--- config.mk ---
export PLATFORM = sky130hd
export DESIGN_NAME = turn_lamp_driver
export DESIGN_NICKNAME = d
export VERILOG_FILES = /design/src/rtl/vehicle_pkg.sv /design/src/rtl/blink_timer.sv /design/src/rtl/turn_lamp_driver.sv
export SDC_FILE = /design/constraint.sdc
export NUM_CORES = 1
export LEC_CHECK = 0
export ABC_AREA = 1
export ABC_CLOCK_PERIOD_IN_PS = 2750
export CAP_MARGIN = 20
export CORE_MARGIN = 2
export CORE_UTILIZATION = 53
export DETAILED_ROUTE_END_ITERATION = 8
export PLACE_DENSITY = 0.82
export SLEW_MARGIN = 20
export SYNTH_ARGS = -nofsm -noshare
export SYNTH_HDL_FRONTEND = slang
export SYNTH_SLANG_ARGS = --single-unit
--- constraint.sdc ---
create_clock -name clock -period 2.75 [get_ports clock]
set_clock_uncertainty 0.05 [all_clocks]
set_input_delay 0.55 -clock clock [delete_from_list [all_inputs] [get_ports clock]]
set_output_delay 0.55 -clock clock [all_outputs]
set_load 0.05 [all_outputs]
--- src/rtl/vehicle_pkg.sv ---
// Encodings shared between the vehicle control FSM and the lamp driver.
// The hazard states exist only when TURN_LAMP_HAZARD_EN is defined.
package vehicle_pkg;

    typedef enum logic [1:0] {
        LOCK    = 2'b00,
        PARKING = 2'b01,
        REVERSE = 2'b10,
        FORWARD = 2'b11
    } gear_t;

    typedef enum logic [1:0] {
        NO_TURN    = 2'b00,
        LEFT_TURN  = 2'b01,
        RIGHT_TURN = 2'b11
    } turn_t;

    typedef enum logic [2:0] {
        IDLE,
        L_ON,
        L_OFF,
        R_ON,
        R_OFF
`ifdef TURN_LAMP_HAZARD_EN
        , H_ON,
        H_OFF
`endif
    } lamp_state_t;

    // A locked car never signals a turn; the unused 2'b10 code reads as no turn.
    function automatic turn_t effective_turn(input logic [1:0] gear, input logic [1:0] turn);
        if (gear == LOCK) return NO_TURN;
        if (turn == 2'b01) return LEFT_TURN;
        if (turn == 2'b11) return RIGHT_TURN;
        return NO_TURN;
    endfunction

endpackage

--- src/rtl/blink_timer.sv ---
// Half-period counter for the lamp blink; expire is high on the last cycle
// of a phase and the count wraps to zero on its own after it.
module blink_timer #(
    parameter int HALF_PERIOD = 4
) (
    input  logic clock,
    input  logic reset,
    input  logic clear,
    output logic expire
);

    localparam int CW = (HALF_PERIOD > 1) ? $clog2(HALF_PERIOD) : 1;
    localparam logic [CW-1:0] LAST = CW'(HALF_PERIOD - 1);

    logic [CW-1:0] count;

    assign expire = (count == LAST);

    always_ff @(posedge clock) begin
        if (reset || clear || expire) begin
            count <= '0;
        end else begin
            count <= count + 1'b1;
        end
    end

endmodule

--- src/rtl/turn_lamp_driver.sv ---
// Drives indicator, reverse and park lamps plus the relay click and flash count.
// Define TURN_LAMP_HAZARD_EN to add the _hazard input and hazard blink states.
module turn_lamp_driver
    import vehicle_pkg::*;
#(
    parameter int BLINK_HALF_PERIOD = 4,
    parameter int FLASH_CNT_W       = 8
) (
    input  logic                   clock,
    input  logic                   reset,
    input  logic [1:0]             _gearState,
    input  logic [1:0]             _turnState,
`ifdef TURN_LAMP_HAZARD_EN
    input  logic                   _hazard,
`endif
    output logic                   _leftLamp,
    output logic                   _rightLamp,
    output logic                   _reverseLamp,
    output logic                   _parkLamp,
    output logic                   _click,
    output logic [FLASH_CNT_W-1:0] _flashCount
);

    function automatic logic [FLASH_CNT_W-1:0] sat_inc(input logic [FLASH_CNT_W-1:0] v);
        return (&v) ? v : v + 1'b1;
    endfunction

    lamp_state_t state;
    lamp_state_t nxt;
    turn_t       req;
    logic        hazard;
    logic        cont;
    logic        clear;
    logic        expire;
    logic        enter_on;
    logic        restart;
    logic        left_on;
    logic        right_on;

    blink_timer #(
        .HALF_PERIOD(BLINK_HALF_PERIOD)
    ) u_timer (
        .clock (clock),
        .reset (reset),
        .clear (clear),
        .expire(expire)
    );

    assign clear = !cont;

    always_comb begin
        req = effective_turn(_gearState, _turnState);
`ifdef TURN_LAMP_HAZARD_EN
        hazard = _hazard;
`else
        hazard = 1'b0;
`endif
        // cont: the current blink sequence carries on and the timer keeps running
        case (state)
            L_ON, L_OFF: cont = !hazard && (req == LEFT_TURN);
            R_ON, R_OFF: cont = !hazard && (req == RIGHT_TURN);
`ifdef TURN_LAMP_HAZARD_EN
            H_ON, H_OFF: cont = hazard;
`endif
            default:     cont = 1'b0;
        endcase

        nxt      = state;
        enter_on = 1'b0;
        restart  = 1'b0;
        if (!cont) begin
            restart  = 1'b1;
            enter_on = 1'b1;
`ifdef TURN_LAMP_HAZARD_EN
            if (hazard) begin
                nxt = H_ON;
            end else
`endif
            if (req == LEFT_TURN) begin
                nxt = L_ON;
            end else if (req == RIGHT_TURN) begin
                nxt = R_ON;
            end else begin
                nxt      = IDLE;
                restart  = 1'b0;
                enter_on = 1'b0;
            end
        end else if (expire) begin
            case (state)
                L_ON:    nxt = L_OFF;
                L_OFF:   begin nxt = L_ON; enter_on = 1'b1; end
                R_ON:    nxt = R_OFF;
                R_OFF:   begin nxt = R_ON; enter_on = 1'b1; end
`ifdef TURN_LAMP_HAZARD_EN
                H_ON:    nxt = H_OFF;
                H_OFF:   begin nxt = H_ON; enter_on = 1'b1; end
`endif
                default: nxt = state;
            endcase
        end

`ifdef TURN_LAMP_HAZARD_EN
        left_on  = (nxt == L_ON) || (nxt == H_ON);
        right_on = (nxt == R_ON) || (nxt == H_ON);
`else
        left_on  = (nxt == L_ON);
        right_on = (nxt == R_ON);
`endif
    end

    always_ff @(posedge clock) begin
        if (reset) begin
            state        <= IDLE;
            _leftLamp    <= 1'b0;
            _rightLamp   <= 1'b0;
            _reverseLamp <= 1'b0;
            _parkLamp    <= 1'b0;
            _click       <= 1'b0;
            _flashCount  <= '0;
        end else begin
            state        <= nxt;
            _leftLamp    <= left_on;
            _rightLamp   <= right_on;
            _reverseLamp <= (_gearState == REVERSE);
            _parkLamp    <= (_gearState == PARKING);
            _click       <= enter_on;
            if (nxt == IDLE) begin
                _flashCount <= '0;
            end else if (restart) begin
                _flashCount <= FLASH_CNT_W'(1);
            end else if (enter_on) begin
                _flashCount <= sat_inc(_flashCount);
            end
        end
    end

endmodule

==> impl_results.md <==
- Synth Area in Compound Gates: 9.31%
- Slowest Stage Delay on Critical Path: approximately 0.85 ns
- Netlist cell types: 19
- Max Cap Viol: 0
- Initial Util: around 56%
- Largest net degree at the start of global routing: 10
- Post-Synth XOR/XNOR Area: under 10%
- Post-synthesis simple-gate area fraction: about 37%
- Vias in the first global route: between 700 and 800
- Routed WL: about 1800 µm
- Leak: 0.000492 µW
- Die area: 2130 µm²
- Worst Max-Slew Pin Slew: 0.509 ns
- Cell count after synthesis: 123
- Crit-path cells: clkdlybuf4s50_1
- Final hold vios: 0
- Routed len/inst: 11.1 µm
- Total Routing Usage GR: between 20% and 30%
- Row count: 15
- Vias: 817
- Period utilisation layout: 79.2%
- Post-CTS resize count: 0
- Synth Area per Inst: 7.65 µm²
- Setup WS post-layout: 0.572 ns
- Worst-path fanout max: 5
- Worst endpoint data arrival time: 1.58 ns
- RSZ-0062 raised after global routing: no
- CTS buffer count: 3
- Area of placed instances: about 1100 µm²
- Via-per-instance ratio: 5.07
- First-pass GRT wire length: 3140 µm
- Crit. End Element: primary output
- Initial antenna violation count: 0
- Nets: between 150 and 200
- Finished Cell Area: 1160 µm²
- Adder-cell area share of the yosys netlist: 2.66%
- Peak VDD IR: 0.350 mV
- #FFs+latches synth: 18
- N_diodes: 0
- Layout cells sized above 1: 14.6%
- Core Box Area: 1690 µm²
- Non-Filler Instances: 161
- Worst path bufs/invs: 1
- Fmax: approximately 0.46 GHz
- Met3 WL post-DR: 45 µm
- CP max-delay cell: clkdlybuf4s50_1
- Die width: 46.1 µm
- CTS tree: built
- Crit Path Class: register to primary output
- Status: complete, no violations
- Slew Viols, Final: 0
- Number of port buffers: 18
- Placed Cells: 158
- Crit-path leading delay family: buffers and inverters
- Placer Congestion: 0.876
- Number of H-tree levels: 1
- Postcts setup bufs: 0
- ANT nets after route: 0
- Setup TNS: 0 ns
- Worst skew pair latency: around 0.28 ns
- Post-layout util: 69.0%
- Worst slack, placed: 0.674 ns
- Die Y-Extent: approximately 46 µm
- Yosys warning count: 0
- Syn Nets: 131
- DR DRC count: 0
- Top cell type's share of synthesized area: 38.3%
- Final HPWL DP: 1410 µm
- CTS Hold Bufs: 0
- Mux cell area share after synthesis: 0%
- Critical path startpoint category: register
- Worst slew margin: around 66%
- Top sig layer: met4
- Seq/Total Area, Yosys: between 30% and 40%
- HP Class: register to register
- Critical Path RT: 2.15 ns
- Met1 WL: 884 µm
- Mapped cell area: 941 µm²
- DRT Pass-1 Iters: 3
- Synth area leaders: dfxtp_1, nand2_1, nand2_4, a21oi_1, nand3_1
- Gr ovfl total: 0
- Largest family of logic cells by synthesized area: simple AND/OR/NAND/NOR gates
- Area Overhead vs Synth: 23.8%
- Root buffer cell: clkbuf_4
- Min Tclk post-route: 2.18 ns
- Clock Path Buffers: 2
- Initial DRC count: 6
- Io pins: 19
- CTS Sinks: 18
- CTS clk-pin slew, worst paths: 0.09 ns
- Power Density: between 300 and 400 nW/µm²
- Met2 wire len: approximately 840 µm
- Endpoints failing setup: 0
- Synth area leader: dfxtp_1
==> power breakdown <==
part / switching, µW / internal, µW
sequential: 3.43 / 266
combinational: 40.3 / 23.6
clock: 71.5 / 50.8
total: 115 / 340
==> area by class of cell <==
class                           count  area, µm²
Clock buffer                        3       22.5
Timing Repair Buffer               18        180
Tap cell                           17       21.3
Inverter                           13       48.8
Sequential cell                    18        360
Fill cell                         142        524
Multi-Input combinational cell     92        532
==> per-stage QoR <==
stage / hold slack (ns) / total power [µW]
2_1_floorplan: 0.354 / 317
3_3_place_gp: 0.361 / 338
3_5_place_dp: 0.373 / 339
4_1_cts: 0.387 / 462
5_1_grt: 0.402 / 477
6_report: 0.381 / 456
==> flip-flops by register name (all words and copies together) (netlist names) <==
name and count:
_click 1, _flashCount 8, _leftLamp 1, _parkLamp 1
_reverseLamp 1, _rightLamp 1, state 3, u_timer.count 2
==> synth_stat cells (all sizes together) <==
cell    n
o21ai   3
nor3    5
ha      2
xor2    6
nor3b   1
nand2  29
nand3  13
nor2   18
a21oi  13
dfxtp  18
inv    13
xnor2   2
==> placed cells by master, fill, tap and decap left out <==
master / count
clkdlybuf4s50_1: 18
inv_1: 11
nand3_2: 2
nor2_1: 14
nor3_1: 5
nor3b_1: 1
nor2_4: 2
nand2_2: 3
dfxtp_1: 18
nor2_2: 2
a21oi_2: 2
ha_1: 2
xnor2_1: 2
xor2_1: 6
nand2_4: 5
a21oi_1: 11
o21ai_0: 3
clkbuf_4: 3
inv_2: 2
nand3_1: 11
nand2_1: 21
==> cell families after synthesis <==
group / count (synthesis)
adders and majority gates: 2
and+or+nand+nor: 66
AOI/OAI and AO/OA: 16
buffers and inverters: 13
xor gates and xnor gates: 8
DFF: 18
==> worst paths after layout <==
check,slack [ns],start,endpoint,cells past startpoint
max,0.57,_flashCount[3],_flashCount[3],1
min,0.38,u_timer.count[0],u_timer.count[0],1
max reg2reg,1.18,_flashCount[0],_flashCount[0],10
min reg2reg,0.38,u_timer.count[0],u_timer.count[0],1
==> metal layers <==
metal | global-route usage (%) | vias to the layer above
met5 | 0 | -
met4 | 9.14 | 0
met3 | 2.75 | 4
met2 | 31.4 | 10
met1 | 27.8 | 361
li1 | - | 442
(Power assumes the default switching activity.)
==> RTL edit (same flow settings) <==
Encoding of `lamp_state_t`: now one-hot (5 bits for 5 states).
--- a/src/rtl/vehicle_pkg.sv
+++ b/src/rtl/vehicle_pkg.sv
@@ -16,10 +16,10 @@
     } turn_t;
 
-    typedef enum logic [2:0] {
-        IDLE,
-        L_ON,
-        L_OFF,
-        R_ON,
-        R_OFF
+    typedef enum logic [4:0] {
+        IDLE  = 5'b00001,
+        L_ON  = 5'b00010,
+        L_OFF = 5'b00100,
+        R_ON  = 5'b01000,
+        R_OFF = 5'b10000
 `ifdef TURN_LAMP_HAZARD_EN
         , H_ON,
Check against the original RTL: no difference found for any inputs over 10 cycles, from zero or initial values and one cycle with reset high; not proved beyond that.
==> RTL edit against the unedited design <==
Synthesized area up 8.8%; worst setup slack got worse by 0.10 ns; core utilization grew 3.5 points; sequential cell count is 2 higher; cell area increased by 9.8%; routed wire length up 21%; power increased by 33%; largest power group unchanged.
==> RTL edit: results (changes against the unedited design) <==
[pwr]
vdd_drop_max_mv=0.379  ; +8.2%
power.share.switching=0.230  ; -0.0230

[finish]
regArea_um2=400  ; +11%
top_regs=_flashCount: 8 flops, state: 5 flops, u_timer.count: 2 flops
bufAreaShareNonClock=0.141  ; -0.0138
nets=158  ; +2.6%
drive_gt1_frac=0.188  ; +0.0421

[setup_path]
r2r-start=u_timer.count[0]$_SDFF_PP0_
critPathMaxFanout=7  ; +2
cp-endpoint=_flashCount[2]
rr_endpoint=_flashCount[2]$_SDFFE_PP0P_
worst_r2r_path_depth=8  ; -2

[grt]
use_met3=0.0415  ; +0.0141
use_met2=0.333  ; +0.0194
gr-usage-all-layers=0.218  ; +0.0150

[sta]
slew_headroom=0.656  ; -0.00316

[placement]
preCtsSetupSlack_ns=0.531  ; -0.143 ns
dp_cells=170  ; +7.6%
dpl.hpwl_um=1660  ; +18%

[logic_synthesis]
synthDistinctLibCells=26  ; +7

[route]
vias=933  ; +14%
drtIter0Drc=14  ; +8
m1WireLength_um=1020  ; +15%

[clock_network]
cts_num_sinks=20  ; +2
clkLatencyLatePin_ns=0.30  ; +0.02 ns

[run_status]
outcome=finished clean

RTL edit: changes by cell type after synthesis, sizes merged, moves of 2 or more:
cell | before | now
nor2 | 18 | 10
nand4 | 0 | 5
nand3 | 13 | 17
nand2 | 29 | 32
clkbuf | 0 | 2
dfxtp | 18 | 20
inv | 13 | 11
xor2 | 6 | 4
RTL edit: stage by stage:
stage	util	total power, uW	instance area (um^2)	hold WS, ns
global placement	0.695	372	1230	0.365
global route	0.725	626	1280	0.402
finish	0.725	606	1280	0.397
floorplan	-	351	1020	0.354
CTS	0.725	611	1280	0.392
detailed placement	0.695	374	1230	0.370
RTL edit: kinds of logic (layout without fill, tap and decap cells):
kind of cell,after synthesis,in the layout,share of synthesized area
adders and majority gates,2,2,0.0244
xor gates and xnor gates,6,6,0.0513
buffers and inverters,14,34,0.0575
and+or+nand+nor,70,70,0.384
DFF,20,20,0.391
AOI/OAI and AO/OA,17,17,0.0917
